### src/rtl/scp_mem_sequencer.sv
// Multi-cycle FETCH/EXEC/MEM/COMMIT sequencer for a core whose instruction fetch and
// data accesses share one req/ack memory port; commits PC/regfile writes in one cycle.
module scp_mem_sequencer #(
  parameter int                    ADDR_WIDTH     = 32,
  parameter int                    DATA_WIDTH     = 32,
  parameter logic [ADDR_WIDTH-1:0] RESET_PC       = '0,
  parameter int                    TIMEOUT_CYCLES = 255
) (
  input  logic                  clk,
  input  logic                  reset,
  input  logic [ADDR_WIDTH-1:0] pcIn,
  input  logic                  isLoad,
  input  logic                  isStore,
  input  logic [ADDR_WIDTH-1:0] aluOut,
  input  logic [DATA_WIDTH-1:0] storeData,
  output logic                  memReq,
  output logic                  memWrEn,
  output logic [ADDR_WIDTH-1:0] memAddr,
  output logic [DATA_WIDTH-1:0] memWrData,
  input  logic                  memAck,
  input  logic [DATA_WIDTH-1:0] memRdData,
  output logic [ADDR_WIDTH-1:0] pc,
  output logic [DATA_WIDTH-1:0] instruction,
  output logic [DATA_WIDTH-1:0] loadData,
  output logic                  pcWrEn,
  output logic                  regFileWrCommit,
  output logic                  halted,
  output logic [1:0]            errCode
);

  typedef enum logic [2:0] {
    S_IDLE, S_FETCH, S_EXEC, S_MEM, S_COMMIT, S_HALT
  } state_e;

  localparam logic [1:0] ERR_NONE   = 2'b00;
  localparam logic [1:0] ERR_FETCH  = 2'b01;
  localparam logic [1:0] ERR_DATA   = 2'b10;
  localparam logic [1:0] ERR_ILLEGAL = 2'b11;

  // Index of the last permitted wait cycle; no ack here means timeout.
  localparam logic [15:0] WAIT_LAST = 16'(TIMEOUT_CYCLES - 1);

  state_e                state_q, state_d;
  logic [ADDR_WIDTH-1:0] pc_q, pc_d;
  logic [DATA_WIDTH-1:0] instr_q, instr_d;
  logic [DATA_WIDTH-1:0] load_q, load_d;
  logic [ADDR_WIDTH-1:0] addr_q, addr_d;
  logic [DATA_WIDTH-1:0] wdata_q, wdata_d;
  logic                  wr_q, wr_d;
  logic [15:0]           wait_q, wait_d;
  logic [1:0]            err_q, err_d;

  always_ff @(posedge clk) begin
    if (!reset) begin
      state_q <= S_IDLE;
      pc_q    <= RESET_PC;
      instr_q <= '0;
      load_q  <= '0;
      addr_q  <= '0;
      wdata_q <= '0;
      wr_q    <= 1'b0;
      wait_q  <= '0;
      err_q   <= ERR_NONE;
    end else begin
      state_q <= state_d;
      pc_q    <= pc_d;
      instr_q <= instr_d;
      load_q  <= load_d;
      addr_q  <= addr_d;
      wdata_q <= wdata_d;
      wr_q    <= wr_d;
      wait_q  <= wait_d;
      err_q   <= err_d;
    end
  end

  always_comb begin
    state_d         = state_q;
    pc_d            = pc_q;
    instr_d         = instr_q;
    load_d          = load_q;
    addr_d          = addr_q;
    wdata_d         = wdata_q;
    wr_d            = wr_q;
    wait_d          = wait_q;
    err_d           = err_q;
    memReq          = 1'b0;
    memWrEn         = 1'b0;
    memAddr         = '0;
    memWrData       = '0;
    pcWrEn          = 1'b0;
    regFileWrCommit = 1'b0;
    halted          = 1'b0;

    case (state_q)
      S_IDLE: begin
        wait_d  = '0;
        state_d = S_FETCH;
      end
      S_FETCH: begin
        memReq  = 1'b1;
        memAddr = pc_q;
        // An ack always beats the watchdog, even on the last allowed cycle.
        if (memAck) begin
          instr_d = memRdData;
          state_d = S_EXEC;
        end else if (wait_q == WAIT_LAST) begin
          err_d   = ERR_FETCH;
          state_d = S_HALT;
        end else begin
          wait_d = wait_q + 16'd1;
        end
      end
      S_EXEC: begin
        if (isLoad && isStore) begin
          err_d   = ERR_ILLEGAL;
          state_d = S_HALT;
        end else if (isLoad || isStore) begin
          addr_d  = aluOut;
          wdata_d = storeData;
          wr_d    = isStore;
          wait_d  = '0;
          state_d = S_MEM;
        end else begin
          wr_d    = 1'b0;
          state_d = S_COMMIT;
        end
      end
      S_MEM: begin
        memReq    = 1'b1;
        memAddr   = addr_q;
        memWrEn   = wr_q;
        memWrData = wr_q ? wdata_q : '0;
        if (memAck) begin
          if (!wr_q) load_d = memRdData;
          state_d = S_COMMIT;
        end else if (wait_q == WAIT_LAST) begin
          err_d   = ERR_DATA;
          state_d = S_HALT;
        end else begin
          wait_d = wait_q + 16'd1;
        end
      end
      S_COMMIT: begin
        pcWrEn          = 1'b1;
        regFileWrCommit = !wr_q;
        pc_d            = pcIn;
        wait_d          = '0;
        state_d         = S_FETCH;
      end
      S_HALT: begin
        halted = 1'b1;
      end
      default: begin
        state_d = S_IDLE;
      end
    endcase
  end

  assign pc          = pc_q;
  assign instruction = instr_q;
  assign loadData    = load_q;
  assign errCode     = err_q;

endmodule

### config.mk
export PLATFORM = sky130hd
export DESIGN_NAME = scp_mem_sequencer
export DESIGN_NICKNAME = d
export VERILOG_FILES = /design/src/rtl/scp_mem_sequencer.sv
export SDC_FILE = /design/constraint.sdc
export NUM_CORES = 1
export LEC_CHECK = 0
export CAP_MARGIN = 5
export CORE_MARGIN = 3
export CORE_UTILIZATION = 40
export CTS_BUF_LIST = sky130_fd_sc_hd__clkbuf_8 sky130_fd_sc_hd__clkbuf_16
export DETAILED_ROUTE_END_ITERATION = 10
export PLACE_DENSITY_LB_ADDON = 0.12
export SETUP_SLACK_MARGIN = 0.02
export SLEW_MARGIN = 20
export SYNTH_ARGS = -nofsm -noshare
export SYNTH_HDL_FRONTEND = slang
export SYNTH_SLANG_ARGS = --single-unit
export TNS_END_PERCENT = 10
### constraint.sdc
create_clock -name clk -period 2.15 [get_ports clk]
set_input_delay 0.3225 -clock clk [delete_from_list [all_inputs] [get_ports clk]]
set_output_delay 0.3225 -clock clk [all_outputs]
set_load 0.01 [all_outputs]
=== Word-level counts from Yosys, hierarchy flattened ===
Index checks and enable logic that the tools add are counted.
W data, S select, Z words.

* Add/subtract/negate cells: 1
* Equal/unequal tests: 15
* Mux-type cells: 26
* Bitwise operators: 2
* Reduce and logical (&&, ||, !) cells: 14

{| class="wikitable"
|+ Operator list
! kind !! number
|-
| $mux W16 || 4
|-
| $mux W32 || 2
|-
| $pmux W32 S2 || 1
|-
| $pmux W16 S3 || 1
|-
| $ne A2 B2 Y1 const B || 9
|-
| $add A16 B1 Y16 const B || 1
|-
| $eq A16 B8 Y1 const B || 1
|-
| $mux W3 || 5
|-
| $pmux W3 S5 || 1
|-
| $mux W2 || 5
|-
| $eq A3 B2 Y1 const B || 2
|-
| $eq A3 B3 Y1 const B || 2
|-
| $mux W1 || 6
|-
| $pmux W2 S3 || 1
|-
| $reduce_and A3 Y1 || 2
|-
| $reduce_and A6 Y1 || 1
|-
| $reduce_bool A3 Y1 || 2
|-
| $reduce_and A5 Y1 || 1
|-
| $reduce_and A2 Y1 || 2
|-
| $reduce_or A2 Y1 || 2
|-
| $eq A3 B1 Y1 const B || 1
|-
| $logic_not A3 Y1 || 1
|-
| $not A1 Y1 || 2
|-
| $logic_and A1 B1 Y1 || 1
|-
| 2 further kinds || 2
|}

* Register bits: 182
* Bits of input ports: 133
* Output and inout port bits: 167
* Logic and storage cells: 67

=== Logic depth before layout (Yosys ltp) ===
* Depth after elaboration: 4
* Gate-level depth with buffers: 8
* Depth with buffers taken out: 7

=== Least setup slack after synthesis ===
Ideal clock, no wire load.

* Kind: flip-flop to flip-flop
* Start: register wait_q[0]
* End: register wait_q[7]
* Setup time: 0.132 ns
* Arrival time: 1.670 ns
* Required time: 2.018 ns
* Setup slack: 0.349 ns
* Stages on the path, launching flop included: 8
* Buffers on the path: 1
* Clock period less this slack: 1.801 ns
* Cell sequence: dfxtp_1 > inv_1 > ha_1 > and4b_2 > buf_2 > or4_1 > a21oi_1 > nor3_1

* Longest elaborated chain between the ends: 4
* Elaborated cells between the ends (all ways): 7
* Those cells by class: add/sub (1); eq/ne (2); mux (3); reduce/logical (1)

{| class="wikitable"
|+ RTL lines
! what !! line !! text
|-
| from (decl) || 50 || <nowiki>logic [15:0] wait_q, wait_d;</nowiki>
|-
| from (signal assigned) || 72 || <nowiki>wait_q <= wait_d;</nowiki>
|-
| $add A16 B1 Y16 || 111, 141 ||
|-
| $mux W16 || 107, 137 ||
|-
| $mux W16 || 104 || <nowiki>if (memAck) begin</nowiki>
|-
| $pmux W16 S3 || 95 || <nowiki>case (state_q)</nowiki>
|}

Several ways; a longest one is shown, not always the timed one. The select of a mux whose other input is x is not followed.
A chain may end at the register's enable or synchronous reset.

=== Worst setup path after layout ===
* Start: register state_q[2]
* End: output memAddr[25]

* Longest elaborated chain between the ends: 2
* Elaborated cells between the ends (all ways): 3
* Those cells by class: eq/ne (2); mux (1)

{| class="wikitable"
|+ RTL lines
! what !! line !! text
|-
| from (decl) || 43 || <nowiki>state_e state_q, state_d;</nowiki>
|-
| from (signal assigned) || 65 || <nowiki>state_q <= state_d;</nowiki>
|-
| $eq A3 B2 Y1 or $eq A3 B1 Y1 (tied branches) || 95 ||
|-
| $pmux W32 S2 * || 95 ||
|-
| to (decl) || 18 || <nowiki>output logic [ADDR_WIDTH-1:0] memAddr,</nowiki>
|}

Mark *: on every way between the ends. The rest lies on a longest branch, timed or not.

==> impl_metrics.csv <==
group,metric,value,unit
die,pin_count,300,
final_layout,syn_to_final_growth,52.0,%
logic_synthesis,synth_fa_ha_area_share,0.648,%
route,drc_errors,0,
die,die-area,21000,µm²
timing,slew_headroom,55.3,%
min_path,min-delay-start,"reset",
cts,clk_latency,0.43,ns
worst_setup_path,reg2reg_slack,0.33,ns
logic_synthesis,ys_warn_count,0,
cts,cts.sinks,182,
power,p_leak,4.49,nW
timing,setup_tns,0,ns
logic_synthesis,synth_cell_types,50,
job,maxCapViolCount,0,
power,vdd.ir_drop.worst,0.000537,V
global_routing,grt_pass1_vias,7110,
cts,postCtsHoldBufs,0,
global_routing,grt_start_max_net_pins,93,
logic_synthesis,synth_nets,1108,
final_layout,layout-drive-gt1-share,8.95,%
timing,worst_pin_slew,0.670,ns
logic_synthesis,yosys_most_used_dff,"dfxtp_1",
global_routing,grt-ovfl-total,0,
cts,ctsRootBufferMaster,"clkbuf_16",
timing,fin_crit_sh,97.0,%
timing,fmax,0.479,GHz
worst_setup_path,critPathBufInv,2,
worst_setup_path,crit_path_end_kind,"output port",
die,fp.coreArea,18800,µm²
worst_setup_path,start_kind,"flip-flop",
route,postRouteAntennaNets,0,
min_path,hold_end,"wait_q[5]",
timing,report.final.hold_viol_count,0,
logic_synthesis,ys_seq_area_share,47.2,%
logic_synthesis,synth_cells,971,
die,die_h,145,µm
timing,setup_viol,0,
worst_setup_path,worstPathRequired,1.83,ns
logic_synthesis,async_flop_share,0,%
global_routing,grt_use_total,22.5,%
die,row_count,50,
final_layout,final_common_cell,"nand2_1",
logic_synthesis,synth-compound-area-share,16.9,%
place,dpl-instance-area,11200,µm²
timing,maxSlewViolCount,0,
cts,cts_buffers,17,
final_layout,layout_common_cells,"nand2_1 (334), clkdlybuf4s50_1 (234), dfxtp_1 (179)",
cts,clock_tree.buffer_depth,2,
worst_setup_path,worstRegToRegCells,6,
worst_setup_path,critPathTopFamily,"buffers and inverters",
logic_synthesis,synthXorXnorAreaFrac,0.454,%
die,initial_utilization,41.0,%
global_routing,antenna_found_initial,2,
logic_synthesis,avgSynthCellArea,7.95,µm²
min_path,hold_class,"primary input to flip-flop",
worst_setup_path,crit_arrival,1.76,ns
worst_setup_path,critPathSlowestCell,"clkdlybuf4s50_1",
global_routing,grt_pass1_wl,38500,µm
min_path,hold_path_depth,3,
outcome,status,"finished clean",
logic_synthesis,ys_ff_latch,182,
final_layout,utilization,62.3,%
route,drt_iter0_markers,366,
power,pwr_density_cell,611,nW/µm²
place,dp_hpwl,16800,µm
worst_setup_path,crit_type,"flip-flop to output port",
route,num_vias,7468,
final_layout,fillers,1709,
route,viasPerCell,4.87,
worst_setup_path,r2r-start,"wait_q[2]",
timing,rsz0062_at_grt,"yes",
worst_setup_path,timing.rr.end,"wait_q[8]",
cts,cts_max_level,4,
route,drt-total-wl,24500,µm
route,wl_per_cell,16.0,µm
cts,cts_tree,"built",
die,die_w,145,µm
logic_synthesis,synth_edf_count,0,
timing,finalClockSkew,0.00850,ns
logic_synthesis,synthSimpleGateAreaFrac,25.8,%
place,finalWeightedCongestion,0.872,
place,portBuffers,299,
cts,clkTransAtPathRegs,0.07,ns
worst_setup_path,cp_max_fo,37,
route,drt_pass1_iterations,5,
worst_setup_path,cp_cell_sequence,"nand2b_4, buf_12, nor2_1, clkdlybuf4s50_1",
logic_synthesis,syn_area,7720,µm²
worst_setup_path,worst_path_largest_cell_delay,0.55,ns
final_layout,fin_nets,1399,
logic_synthesis,synth_top_family_by_area,"simple AND/OR/NAND/NOR gates",
timing,post-route-min-period,2.09,ns
logic_synthesis,synthMuxAreaShare,4.67,%
final_layout,fin_area,11700,µm²
[worst max-delay path by stage]
stage / end / start / slack (ns) / cells after the start
after floorplan: wait_q[7] / wait_q[0] / 0.35 / 7
after global placement: wait_q[2] / isLoad / -0.04 / 9
after detailed placement: wait_q[4] / isStore / -0.09 / 9
after CTS: memAddr[29] / state_q[1] / -0.13 / 4
after global routing: memAddr[18] / state_q[1] / 0.02 / 4
final: memAddr[25] / state_q[2] / 0.06 / 4
[cell families after synthesis]
family	Yosys count
AO/OA/AOI/OAI	198
XOR/XNOR	4
adder cells (fa/ha/maj)	4
buffers and inverters	82
flip-flops	182
multiplexers	36
AND/OR/NAND/NOR	465
[layer usage]
metal / GRT usage (%) / vias to the layer above / wire length, µm
li1: - / 3751 / -
met1: 28.1 / 3446 / 10500
met2: 36.6 / 235 / 11800
met3: 7.18 / 34 / 1730
met4: 8.12 / 2 / 504
met5: 0 / - / 13
[cell type report]
type	instances	area (µm²)	area share [%]
diodes	1	2.50	0.0213
clock buffers	17	425	3.62
clock inverters	14	103	0.874
inverters	15	56.3	0.480
multi-input cells	707	3780	32.2
flip-flops and latches	182	3650	31.1
well taps	260	325	2.77
repair buffers	339	3400	29.0
[tightest hold or removal path: cells and delay by family]
kind,cells,cell delay [ns]
compound gates,1,0.17
buf+inv,2,0.31
[Yosys cell counts (5+ instances only)]
master | n | share of area (%)
nor3_1 | 5 | 0.32
buf_2 | 12 | 0.78
a21boi_1 | 51 | 5.0
nand2_1 | 335 | 16
nand3_1 | 10 | 0.65
mux2i_1 | 36 | 4.7
inv_1 | 12 | 0.58
and2_1 | 33 | 2.7
a21boi_0 | 34 | 3.3
dfxtp_1 | 182 | 47
a21oi_1 | 86 | 5.6
clkbuf_1 | 53 | 2.6
nor2_1 | 50 | 2.4
[stage by stage]
step           hold slack, ns  instances  power [mW]  worst slack (ns)
6_report                0.425       1535        7.18            0.0638
5_1_grt                 0.426       1535        7.43            0.0171
4_1_cts                 0.411       1528        7.25            -0.129
3_5_place_dp            0.442       1495        4.39           -0.0937
3_3_place_gp            0.436       1495        4.38           -0.0446
2_1_floorplan           0.432        971        3.89             0.349
[timing repair]
item,4_1_cts,5_1_grt
setup endpoints to repair,68,27
setup buffers,0,6
cloned,2,0
endpoints found under the hold margin,0,0
resized for setup,83,25
[power breakdown]
part           switching [mW]  leakage, nW  internal [mW]
Sequential             0.0404         1.47           3.44
Clock                    1.37        0.257           1.48
Combinational           0.374         2.76          0.466
Total                    1.79         4.49           5.39
[registers in the layout (all words and copies together) (netlist names)]
signal / count
wdata_q: 32
state_q: 3
wait_q: 16
addr_q: 32
instruction: 32
errCode: 2
pc: 32
loadData: 32
wr_q: 1
No activity file was read; power rests on OpenSTA's default activity.
